File: config.mk
export PLATFORM = sky130hd
export DESIGN_NAME = mux_nx1_rr_seq
export DESIGN_NICKNAME = d
export VERILOG_FILES = /design/src/rtl/mux_pkg.sv /design/src/rtl/rr_arbiter.sv /design/src/rtl/mux_nx1_rr_seq.sv
export SDC_FILE = /design/constraint.sdc
export NUM_CORES = 1
export LEC_CHECK = 0
export CORE_ASPECT_RATIO = 0.6
export CORE_UTILIZATION = 50
export CTS_BUF_LIST = sky130_fd_sc_hd__clkbuf_8 sky130_fd_sc_hd__clkbuf_16
export DETAILED_ROUTE_END_ITERATION = 8
export DONT_BUFFER_PORTS = 1
export PLACE_DENSITY = 0.62
export SLEW_MARGIN = 20
export SYNTH_ARGS = -nofsm -noshare
export SYNTH_HDL_FRONTEND = slang
export SYNTH_SLANG_ARGS = --single-unit
export TNS_END_PERCENT = 1
File: constraint.sdc
create_clock -name clk -period 4 [get_ports clk]
set_input_delay 0.2 -clock clk [delete_from_list [all_inputs] [get_ports clk]]
set_output_delay 0.2 -clock clk [all_outputs]
set_load 0.05 [all_outputs]
File: src/rtl/mux_pkg.sv
// Shared constants and helpers for the N-to-1 registered round-robin mux.
package mux_pkg;
   localparam int ARB_ONEHOT = 0;
   localparam int ARB_RR     = 1;

   // Keeps the select field at least one bit wide, even for a 2-input mux.
   function automatic int sel_width(input int n);
      return (n <= 2) ? 1 : $clog2(n);
   endfunction
endpackage

File: src/rtl/rr_arbiter.sv
// Combinational rotating-priority arbiter: the first requester at or after ptr wins.
module rr_arbiter import mux_pkg::*; #(
   parameter int NUM_INPUT = 4,
   parameter int SEL_WIDTH = sel_width(NUM_INPUT)
) (
   input  logic [NUM_INPUT-1:0] req,
   input  logic [SEL_WIDTH-1:0] ptr,
   input  logic                 en,
   output logic [NUM_INPUT-1:0] grant,
   output logic [SEL_WIDTH-1:0] grant_idx
);

   always_comb begin
      logic found;
      int   idx;
      grant     = '0;
      grant_idx = '0;
      found     = 1'b0;
      idx       = 0;
      for (int i = 0; i < NUM_INPUT; i++) begin
         idx = int'(ptr) + i;
         if (idx >= NUM_INPUT) idx = idx - NUM_INPUT;
         if (en && !found && req[idx[SEL_WIDTH-1:0]]) begin
            grant[idx[SEL_WIDTH-1:0]] = 1'b1;
            grant_idx                 = idx[SEL_WIDTH-1:0];
            found                     = 1'b1;
         end
      end
   end

endmodule

File: src/rtl/mux_nx1_rr_seq.sv
// N-to-1 registered mux with one-hot or round-robin selection and valid/ready on both sides.
module mux_nx1_rr_seq import mux_pkg::*; #(
   parameter int DATA_WIDTH = 32,
   parameter int NUM_INPUT  = 4,
   parameter int ARB_MODE   = ARB_RR
) (
   input  logic                            clk,
   input  logic                            rst,
   input  logic                            i_en,
   input  logic [NUM_INPUT-1:0]            i_valid,
   input  logic [NUM_INPUT*DATA_WIDTH-1:0] i_data_bus,
   output logic [NUM_INPUT-1:0]            o_ready,
   output logic                            o_valid,
   output logic [DATA_WIDTH-1:0]           o_data_bus,
   output logic [sel_width(NUM_INPUT)-1:0] o_sel,
   input  logic                            i_ready,
   output logic                            o_conflict
);

   localparam int SEL_WIDTH = sel_width(NUM_INPUT);
   localparam logic [SEL_WIDTH-1:0] LAST_IDX = SEL_WIDTH'(NUM_INPUT - 1);

   logic [SEL_WIDTH-1:0]  ptr;
   logic [SEL_WIDTH-1:0]  arb_ptr;
   logic [SEL_WIDTH-1:0]  grant_idx;
   logic [NUM_INPUT-1:0]  grant;
   logic [DATA_WIDTH-1:0] channel [NUM_INPUT];
   logic                  slot_free;
   logic                  multi_valid;
   logic                  single_valid;
   logic                  arb_en;
   logic                  accept;
   logic                  conflict_next;

   for (genvar k = 0; k < NUM_INPUT; k++) begin : g_channel
      assign channel[k] = i_data_bus[k*DATA_WIDTH +: DATA_WIDTH];
   end

   // In one-hot mode the arbiter is pinned to ptr=0 and only enabled for a single
   // requester, so its grant is exactly that requester; reset also blanks o_ready.
   always_comb begin
      slot_free     = !o_valid || i_ready;
      multi_valid   = (i_valid & (i_valid - NUM_INPUT'(1))) != '0;
      single_valid  = (i_valid != '0) && !multi_valid;
      arb_ptr       = '0;
      arb_en        = rst && i_en && slot_free;
      if (ARB_MODE == ARB_RR) begin
         arb_ptr = ptr;
      end else begin
         arb_en = arb_en && single_valid;
      end
      accept        = |grant;
      conflict_next = (ARB_MODE == ARB_ONEHOT) && i_en && slot_free && multi_valid;
   end

   rr_arbiter #(
      .NUM_INPUT (NUM_INPUT),
      .SEL_WIDTH (SEL_WIDTH)
   ) u_arb (
      .req       (i_valid),
      .ptr       (arb_ptr),
      .en        (arb_en),
      .grant     (grant),
      .grant_idx (grant_idx)
   );

   assign o_ready = grant;

   // A free slot always reloads: either with the granted beat or with all-zero dummy data.
   always_ff @(posedge clk or negedge rst) begin
      if (!rst) begin
         o_valid    <= 1'b0;
         o_data_bus <= '0;
         o_sel      <= '0;
         o_conflict <= 1'b0;
         ptr        <= '0;
      end else begin
         o_conflict <= conflict_next;
         if (slot_free) begin
            if (accept) begin
               o_valid    <= 1'b1;
               o_data_bus <= channel[grant_idx];
               o_sel      <= grant_idx;
            end else begin
               o_valid    <= 1'b0;
               o_data_bus <= '0;
               o_sel      <= '0;
            end
         end
         if (accept && (ARB_MODE == ARB_RR)) begin
            ptr <= (grant_idx == LAST_IDX) ? '0 : grant_idx + SEL_WIDTH'(1);
         end
      end
   end

endmodule

==> flow_summary.ini, run 1 <==
[cts]
ctsResizeCount = 0
post_cts_buffers = 0
clkTransAtPathRegs_ps = 70
cts.sinks = 37
cts_tree = done
root_buffer = clkbuf_8
cts_max_level = 2
clock_latency_ps = 290
cts_buffers = 5
cts_buffer_depth = 2

[power_and_ir_drop]
powerDensity_mw_per_mm2 = 636
p_leak_nw = 1.33
p_switching_w = 0.00117
switching_share_pct = 55.0
power_frac_clock_pct = 12.6
pwr-share-seq_pct = 43.2
ir_drop_mv = 0.218
internal_power_w = 0.000960
fin_total_pwr_w = 0.00213
power_frac_comb_pct = 44.2

[grt]
grt_util_met2_pct = 49.1
track_usage_pct = 29.3
grt_pass1_wl_mm = 15.4
grt.met3_usage_pct = 8.78
grt-ovfl-total = 0
grt_busiest_layer = met2
grt_pass1_vias = 2987
antenna_found_initial = 1
grt_max_degree = 46
met1_usage_pct = 36.7

[route]
firstDrtPassIters = 4
routed_wl_mm = 9.91
via_per_inst = 6.80
vias = 3123
ant_nets = 0
remaining_drc_errors = 0
drt-initial-drc-count = 178
wl_per_cell_um = 21.6

[timing]
clock-skew-final_ps = 4.64
setup_violations = 0
finalMaxSlewViolations = 0
worst_pin_slew_ps = 1020
rsz0062_at_grt = false
setup_tns_ps = 0
fin_crit_ps = 3340
layout_setup_ws_ps = 660
fmax_ghz = 0.299
hold_viol = 0
slew_headroom_pct = 31.6
period_share_pct = 83.5

[synthesis]
synth_top_area_share_pct = 28.7
yosysWarnings = 0
synth.net_count = 538
synthTopCellsByArea = dfrtp_1 29%, a211oi_1 22%, and3_1 12%
synth_edf_count = 0
synth-seq-cells = 37
synth_top_cell_by_area = dfrtp_1
syn_area_mm2 = 0.00322
synthArstFlopShare_pct = 100
ys.flop_type = dfrtp_1
synthDistinctLibCells = 41
yosysSeqAreaShare_pct = 28.7
syn-mean-instance-area_um2 = 8.11
synth_cells = 397

[place]
hpwlAfterDp_mm = 6.82
place_area_mm2 = 0.00323
place_ws_ps = 746
port-buffer-count = 0
gp_congestion = 0.862

[outcome]
status = finished, final reports clean

[layout]
layout.nets = 515
utilization_pct = 54.3
layout_common_cells = 96 x a211oi_1, 64 x and3_1, 42 x nand2_1
drive_above_1_share_pct = 8.82
layout_commonest_cell = a211oi_1
final_area_mm2 = 0.00335
synthToLayoutAreaGrowth_pct = 4.04

[worst_setup_path]
worstSetupEndpointType = flip-flop
crit_type = reg2reg
slowest_delay_ps = 810
cp-start-kind = flip-flop
required_ps = 4180
crit_top_cell = a211oi_1
cp_data_arrival_time_ps = 3520
path_max_fanout = 45
cp_slowest_cell = o211ai_4
crit_chain = inv_1 -> ha_1 -> mux4_2 -> nor2b_1 -> o211ai_4 -> buf_4 -> and3_1 -> a211oi_1 -> a211oi_1

[min_path]
hold_class = in2reg

[run]
cap_violations = 0

[die]
ios = 176
die_h_um = 64.2
die_x_um = 106
coreArea_mm2 = 0.00617
start_util_pct = 52.2
die-area_mm2 = 0.00678
placementRows = 22
==> Yosys cell counts, drive strengths merged (2+ instances only) <==
cell and number:
nor2b 5, mux4 4, a211oi 96, o22ai 2, nor2 10, a221oi 2, inv 6, nor4b 2
a22o 2, mux2i 4, a311oi 2, a22oi 3, and3 64, nand2 43, dfrtp 37, o21ai 39
o21a 3, a21oi 3, clkbuf 22, buf 25, ha 5, nand2b 3
==> worst max-delay path, delay by kind of cell, from the launching register on <==
family                     cells  cell delay, ps
muxes                          1             390
DFF                            1             500
AOI/OAI and AO/OA              3            1150
buffers and inverters          2             530
adders and majority gates      1             380
and+or+nand+nor                2             280
==> metal layers <==
layer  up-vias  part of all wire (%)
li1       1471                     -
met1      1501                    44
met2       140                    46
met3        11                   8.7
met4         0                   1.2
met5         -                     0
==> power by group through the flow <==
stage / Combinational (W) / Sequential (W) / Clock, W
2_1_floorplan: 0.000757 / 0.000898 / 0
6_report: 0.000943 / 0.000921 / 0.000268
3_5_place_dp: 0.000925 / 0.000930 / 0
5_1_grt: 0.00104 / 0.000931 / 0.000295
3_3_place_gp: 0.000903 / 0.000928 / 0
4_1_cts: 0.000940 / 0.000922 / 0.000274
==> flip-flops by register name, summed over array words and instances (netlist names) <==
name,flops
arb_ptr,2
o_valid,1
o_data_bus,32
o_sel,2
==> repair_timing <==
action                                 CTS  global route
setup endpoints to repair                0             0
hold buffers                             2             0
endpoints found under the hold margin   37             0
==> area by class of cell <==
| class | instances | area [um^2] |
|---|---|---|
| clock inverter | 1 | 3.75 |
| antenna | 1 | 2.50 |
| fill | 622 | 2820 |
| tap | 84 | 105 |
| clock buffer | 6 | 82.6 |
| inverter | 6 | 22.5 |
| timing repair buffer | 17 | 143 |
| multi-input combinational | 307 | 2070 |
| sequential | 37 | 926 |
==> path summary, 6_finish.rpt <==
check	to	startpoint	cells past startpoint	slack (ps)
max	o_data_bus[5]$_DFFE_PN0N_	arb_ptr[1]$_DFFE_PN0P_	9	660
min	o_data_bus[23]$_DFFE_PN0N_	i_data_bus[119]	2	160
max reg2reg	o_data_bus[5]$_DFFE_PN0N_	arb_ptr[1]$_DFFE_PN0P_	9	660
min reg2reg	arb_ptr[0]$_DFFE_PN0P_	arb_ptr[0]$_DFFE_PN0P_	2	610
max in group asynchronous	o_data_bus[17]$_DFFE_PN0N_	rst	2	3400
min in group asynchronous	o_data_bus[25]$_DFFE_PN0N_	rst	2	390
==> metrics by stage <==
stage	cells	hold slack [ps]
after floorplan	397	-95.6
after global placement	449	-94.2
after detailed placement	449	-93.8
after CTS	458	155
after global routing	459	162
final	459	157
==> cells by family after synthesis <==
group / Yosys count / share of synthesized area [%]
flip-flops: 37 / 28.7
adder cells (fa/ha/maj): 5 / 1.94
other: 1 / 0.116
XOR/XNOR: 1 / 0.272
buffers and inverters: 53 / 8.27
AND/OR/NAND/NOR: 134 / 22.1
multiplexers: 8 / 4.04
AO/OA/AOI/OAI: 158 / 34.5
No activity file was read; power rests on OpenSTA's default activity.
==> run 2, diff against run 1 <==
==> constraint.sdc (replaced) <==
create_clock -name clk -period 3.1 [get_ports clk]
set_input_delay 0.155 -clock clk [delete_from_list [all_inputs] [get_ports clk]]
set_output_delay 0.155 -clock clk [all_outputs]
set_load 0.05 [all_outputs]
==> run 2 against run 1 <==
Via count up 1.9%. Cell count rose by 1.1%. Global-route usage increased by 0.65 points. Die area did not move. Highest routed layer unchanged. Clock power is 62% higher. Utilization rose by 1.8 points. Critical path type unchanged. Critical path depth decreased by 1. Cell area increased by 3.3%. Register-to-register slack worse by 290 ps. Setup slack lost 290 ps. Non-clock buffer count increased by 4. Power rose by 37%.
==> flow_summary.ini, run 2 (same netlist as run 1, synthesis figures left out) <==
[timing]
setup_violations = 0
fin_crit_ps = 2730
fmax_ghz = 0.366
worst_pin_slew_ps = 703
clock-skew-final_ps = 3.72
setup_tns_ps = 0
rsz0062_at_grt = false
finalMaxSlewViolations = 0
slew_headroom_pct = 52.9
period_share_pct = 88.1
hold_viol = 0

[grt]
grt-ovfl-total = 0
grt_pass1_wl_mm = 15.6
grt_max_degree = 42
grt_pass1_vias = 2829
antenna_found_initial = 1
track_usage_pct = 29.9

[worst_setup_path]
worstSetupEndpointType = flip-flop
path_max_fanout = 41
slowest_delay_ps = 660
cp_slowest_cell = mux4_2
rr_startpoint = arb_ptr[1]$_DFFE_PN0P_
crit_start = arb_ptr[1]$_DFFE_PN0P_
required_ps = 3260
crit_type = reg2reg
cp-start-kind = flip-flop
crit_chain = buf_4 -> mux4_2 -> nor4_1 -> o21ai_4 -> buf_4 -> and3_1 -> a211oi_1 -> a211oi_1
cp_data_arrival_time_ps = 2890

[layout]
regMostFlops = o_data_bus
drive_above_1_share_pct = 10.0
largest_reg_flops = 32
layout.nets = 519
layout_commonest_cell = a211oi_1
layout_common_cells = 96 x a211oi_1, 64 x and3_1, 42 x nand2_1
nFillCells = 575
synthToLayoutAreaGrowth_pct = 7.46
final_area_mm2 = 0.00346

[power_and_ir_drop]
fin_total_pwr_w = 0.00293
p_leak_nw = 1.39
powerDensity_mw_per_mm2 = 845
ir_drop_mv = 0.337

[die]
ios = 176
placementRows = 22
start_util_pct = 52.2
die_x_um = 106
die_h_um = 64.2
coreArea_mm2 = 0.00617
die-area_mm2 = 0.00678

[cts]
cts_max_level = 2
cts_buffer_depth = 2
cts.sinks = 37
cts_buffers = 5
post_cts_buffers = 0
root_buffer = clkbuf_8
clock_latency_ps = 280
cts_tree = done
clkTransAtPathRegs_ps = 80

[place]
hpwlAfterDp_mm = 7.15
gp_congestion = 0.914
place_area_mm2 = 0.00331
port-buffer-count = 0

[route]
vias = 3181
ant_nets = 0
drt-initial-drc-count = 228
remaining_drc_errors = 0
firstDrtPassIters = 5
routed_wl_mm = 10.1
via_per_inst = 6.86
wl_per_cell_um = 21.8

[min_path]
hp-start = i_data_bus[116]
hold_class = in2reg

[run]
cap_violations = 0

[outcome]
status = finished, final reports clean
[run 2: critical path, delay by kind of cell, from the launching register on]
kind                   cells  cell delay, ps
flip-flops                 1             340
AO/OA/AOI/OAI              3             510
buffers and inverters      2             420
AND/OR/NAND/NOR            2             650
multiplexers               1             660
[run 2: power breakdown]
group	leakage (nW)	internal (W)	switching [W]	total [W]
clock	0.0626	0.000259	0.000175	0.000434
sequential	0.498	0.000609	0.000549	0.00116
combinational	0.825	0.000510	0.000823	0.00133
total	1.39	0.00138	0.00155	0.00293
[run 2: repair_timing]
action / CTS / global route
hold buffers: 2 / 0
hold endpoints to repair: 37 / 0
gates resized for setup: 0 / 0
[run 2: stage by stage]
| stage | cells | util, % | setup WS, ps | hold WS [ps] |
|---|---|---|---|---|
| 2_1_floorplan | 397 | - | 141 | -141 |
| 3_3_place_gp | 453 | 53.7 | 462 | -139 |
| 3_5_place_dp | 453 | 53.7 | 397 | -140 |
| 4_1_cts | 463 | 56.1 | 389 | 116 |
| 5_1_grt | 463 | 56.1 | 247 | 116 |
| 6_report | 464 | 56.1 | 368 | 118 |
[run 2: routing by layer]
metal  vias up  global-route usage [%]  share of wire, %
met3         6                    9.69                10
met4         0                    4.34              0.47
li1       1485                       -                 -
met1      1523                    40.6                45
met5         -                       0                 0
met2       167                    47.7                45
[run 2: final timing paths]
path	end	slack [ps]	cells after the start
min reg2reg	arb_ptr[1]$_DFFE_PN0P_	600	2
max in group asynchronous	o_data_bus[19]$_DFFE_PN0N_	2570	2
max reg2reg	o_data_bus[23]$_DFFE_PN0N_	370	8
max	o_data_bus[23]$_DFFE_PN0N_	370	8
min in group asynchronous	o_valid$_DFFE_PN0N_	320	2
min	o_data_bus[20]$_DFFE_PN0N_	120	2
[run 2: layout make-up]
type                       count  area (um^2)  area share [%]
antenna                        1         2.50          0.0723
clock buffer                   6         82.6            2.39
clock inverter                 2         33.8           0.976
inverter                       6         22.5           0.651
multi-input combinational    307         2070            59.7
sequential                    37          926            26.8
tap                           84          105            3.04
timing repair buffer          21          223            6.44
==> run 3, diff against run 2 <==
--- a/config.mk
+++ b/config.mk
@@ -6,11 +6,10 @@
 export NUM_CORES = 1
 export LEC_CHECK = 0
 export CORE_ASPECT_RATIO = 0.6
-export CORE_UTILIZATION = 50
-export CTS_BUF_LIST = sky130_fd_sc_hd__clkbuf_8 sky130_fd_sc_hd__clkbuf_16
+export CORE_UTILIZATION = 25
 export DETAILED_ROUTE_END_ITERATION = 8
 export DONT_BUFFER_PORTS = 1
-export PLACE_DENSITY = 0.62
+export PLACE_DENSITY = 0.35
 export SLEW_MARGIN = 20
 export SYNTH_ARGS = -nofsm -noshare
 export SYNTH_HDL_FRONTEND = slang
==> run 3 against run 2 <==
Sequential power is essentially flat. First-iteration DRC count up 7.9%. Utilization shrank 27 points. Non-clock buffer count up 2. Die area grew 97%. Clock skew about the same. Cell count up 19%. Cell area grew 3.8%. Count of clock-buffer cells in the layout decreased by 1. Hold slack worse by 7.2 ps. Power increased by 3.9%. Critical path type unchanged. Highest routed layer unchanged.
==> flow_summary.ini, run 3 (same netlist as run 1, synthesis figures left out) <==
[grt]
grt_pass1_vias = 3073
grt_pass1_wl_mm = 18.6
antenna_found_initial = 2
grt_max_degree = 38
grt-ovfl-total = 0
track_usage_pct = 18.1

[layout]
layout_commonest_cell = a211oi_1
drive_above_1_share_pct = 11.5
layout_common_cells = 96 x a211oi_1, 64 x and3_1, 42 x nand2_1
synthToLayoutAreaGrowth_pct = 11.6
layout.nets = 522
regMostFlops = o_data_bus
largest_reg_flops = 32

[cts]
cts_tree = done
clock_latency_ps = 280
clkTransAtPathRegs_ps = 70
root_buffer = clkbuf_16
cts_buffer_depth = 2
cts_max_level = 2
post_cts_buffers = 0
cts_buffers = 5
cts.sinks = 37

[timing]
worst_pin_slew_ps = 736
period_share_pct = 90.8
rsz0062_at_grt = false
hold_viol = 0
setup_tns_ps = 0
setup_violations = 0
clock-skew-final_ps = 3.32
fin_crit_ps = 2820
whs_ps = 110
finalMaxSlewViolations = 0
fmax_ghz = 0.355
slew_headroom_pct = 50.8

[route]
routed_wl_mm = 12.2
vias = 3158
remaining_drc_errors = 0
wl_per_cell_um = 22.2
drt-initial-drc-count = 246
ant_nets = 0
via_per_inst = 5.74
firstDrtPassIters = 4

[die]
start_util_pct = 26.2
placementRows = 31
die-area_mm2 = 0.0134
die_x_um = 149
ios = 176
coreArea_mm2 = 0.0123
die_h_um = 89.9

[worst_setup_path]
crit_chain = inv_1 -> ha_1 -> mux4_2 -> nor2b_1 -> o211ai_4 -> buf_4 -> and3_1 -> a211oi_1 -> a211oi_1
required_ps = 3250
cp_data_arrival_time_ps = 2970
crit_family = compound AO/OA/AOI/OAI gates
slowest_delay_ps = 460
worst-path-buf-inv = 2
crit_type = reg2reg
worstSetupEndpointType = flip-flop
path_max_fanout = 18
cp_slowest_cell = dfrtp_2
crit_top_cell = a211oi_1
cp-start-kind = flip-flop

[run]
cap_violations = 0

[power_and_ir_drop]
powerDensity_mw_per_mm2 = 846
ir_drop_mv = 0.167
p_leak_nw = 1.39

[place]
hpwlAfterDp_mm = 8.28
port-buffer-count = 0
gp_congestion = 0.795

[outcome]
status = finished, final reports clean

[min_path]
hold_class = in2reg
==> run 3: what timing repair did <==
action	in CTS	in global routing
hold buffers	2	0
resized for setup	0	3
hold endpoints to repair	37	0
endpoints found under the setup margin	0	32
==> run 3: where the power goes <==
part           internal [W]  switching, W  total [W]  leakage [nW]
logic              0.000495      0.000837    0.00133         0.824
registers          0.000610      0.000567    0.00118         0.497
clock network      0.000300      0.000231   0.000531        0.0702
total               0.00141       0.00163    0.00304          1.39
==> run 3: final timing paths <==
kind / start / endpoint / slack, ps / depth (start not counted)
worst max-delay path: arb_ptr[1]$_DFFE_PN0P_ / o_data_bus[4]$_DFFE_PN0N_ / 280 / 9
worst min-delay path: i_ready / o_data_bus[22]$_DFFE_PN0N_ / 110 / 3
worst max register to register: arb_ptr[1]$_DFFE_PN0P_ / o_data_bus[4]$_DFFE_PN0N_ / 280 / 9
worst min register to register: arb_ptr[0]$_DFFE_PN0P_ / arb_ptr[0]$_DFFE_PN0P_ / 700 / 2
max in group asynchronous: rst / arb_ptr[1]$_DFFE_PN0P_ / 2510 / 2
min in group asynchronous: rst / o_data_bus[24]$_DFFE_PN0N_ / 380 / 2
==> run 3: cell type report <==
type                    count  area (um^2)
clock inverters             3         21.3
clock buffers               5          125
inverters                   6         22.5
flip-flops and latches     37          927
well taps                 165          206
diodes                      3         7.51
repair buffers             23          203
multi-input cells         308         2080
fillers                  1313         8700
==> run 3: metal layers <==
metal  track usage, %  share of wire (%)
met5                0                  0
met1             26.1                 49
met4             3.09               0.62
met3             6.35                9.4
met2             25.8                 41
==> run 3: worst reg2reg max path, cell delays in order (launching register included) <==
cell and delay, ps:
dfrtp_2 460, inv_1 120, ha_1 390, mux4_2 340
nor2b_1 290, o211ai_4 270, buf_4 270, and3_1 200
a211oi_1 260, a211oi_1 80
==> run 3: per-stage QoR <==
step	area (um^2)	total power (W)	setup WS (ps)	instances	util, %
floorplan	3220	0.00214	141	397	-
global placement	3380	0.00250	199	536	27.5
CTS	3560	0.00306	68.3	546	29.0
detailed placement	3380	0.00249	104	536	27.5
finish	3590	0.00304	285	550	29.2
global route	3590	0.00325	116	549	29.2
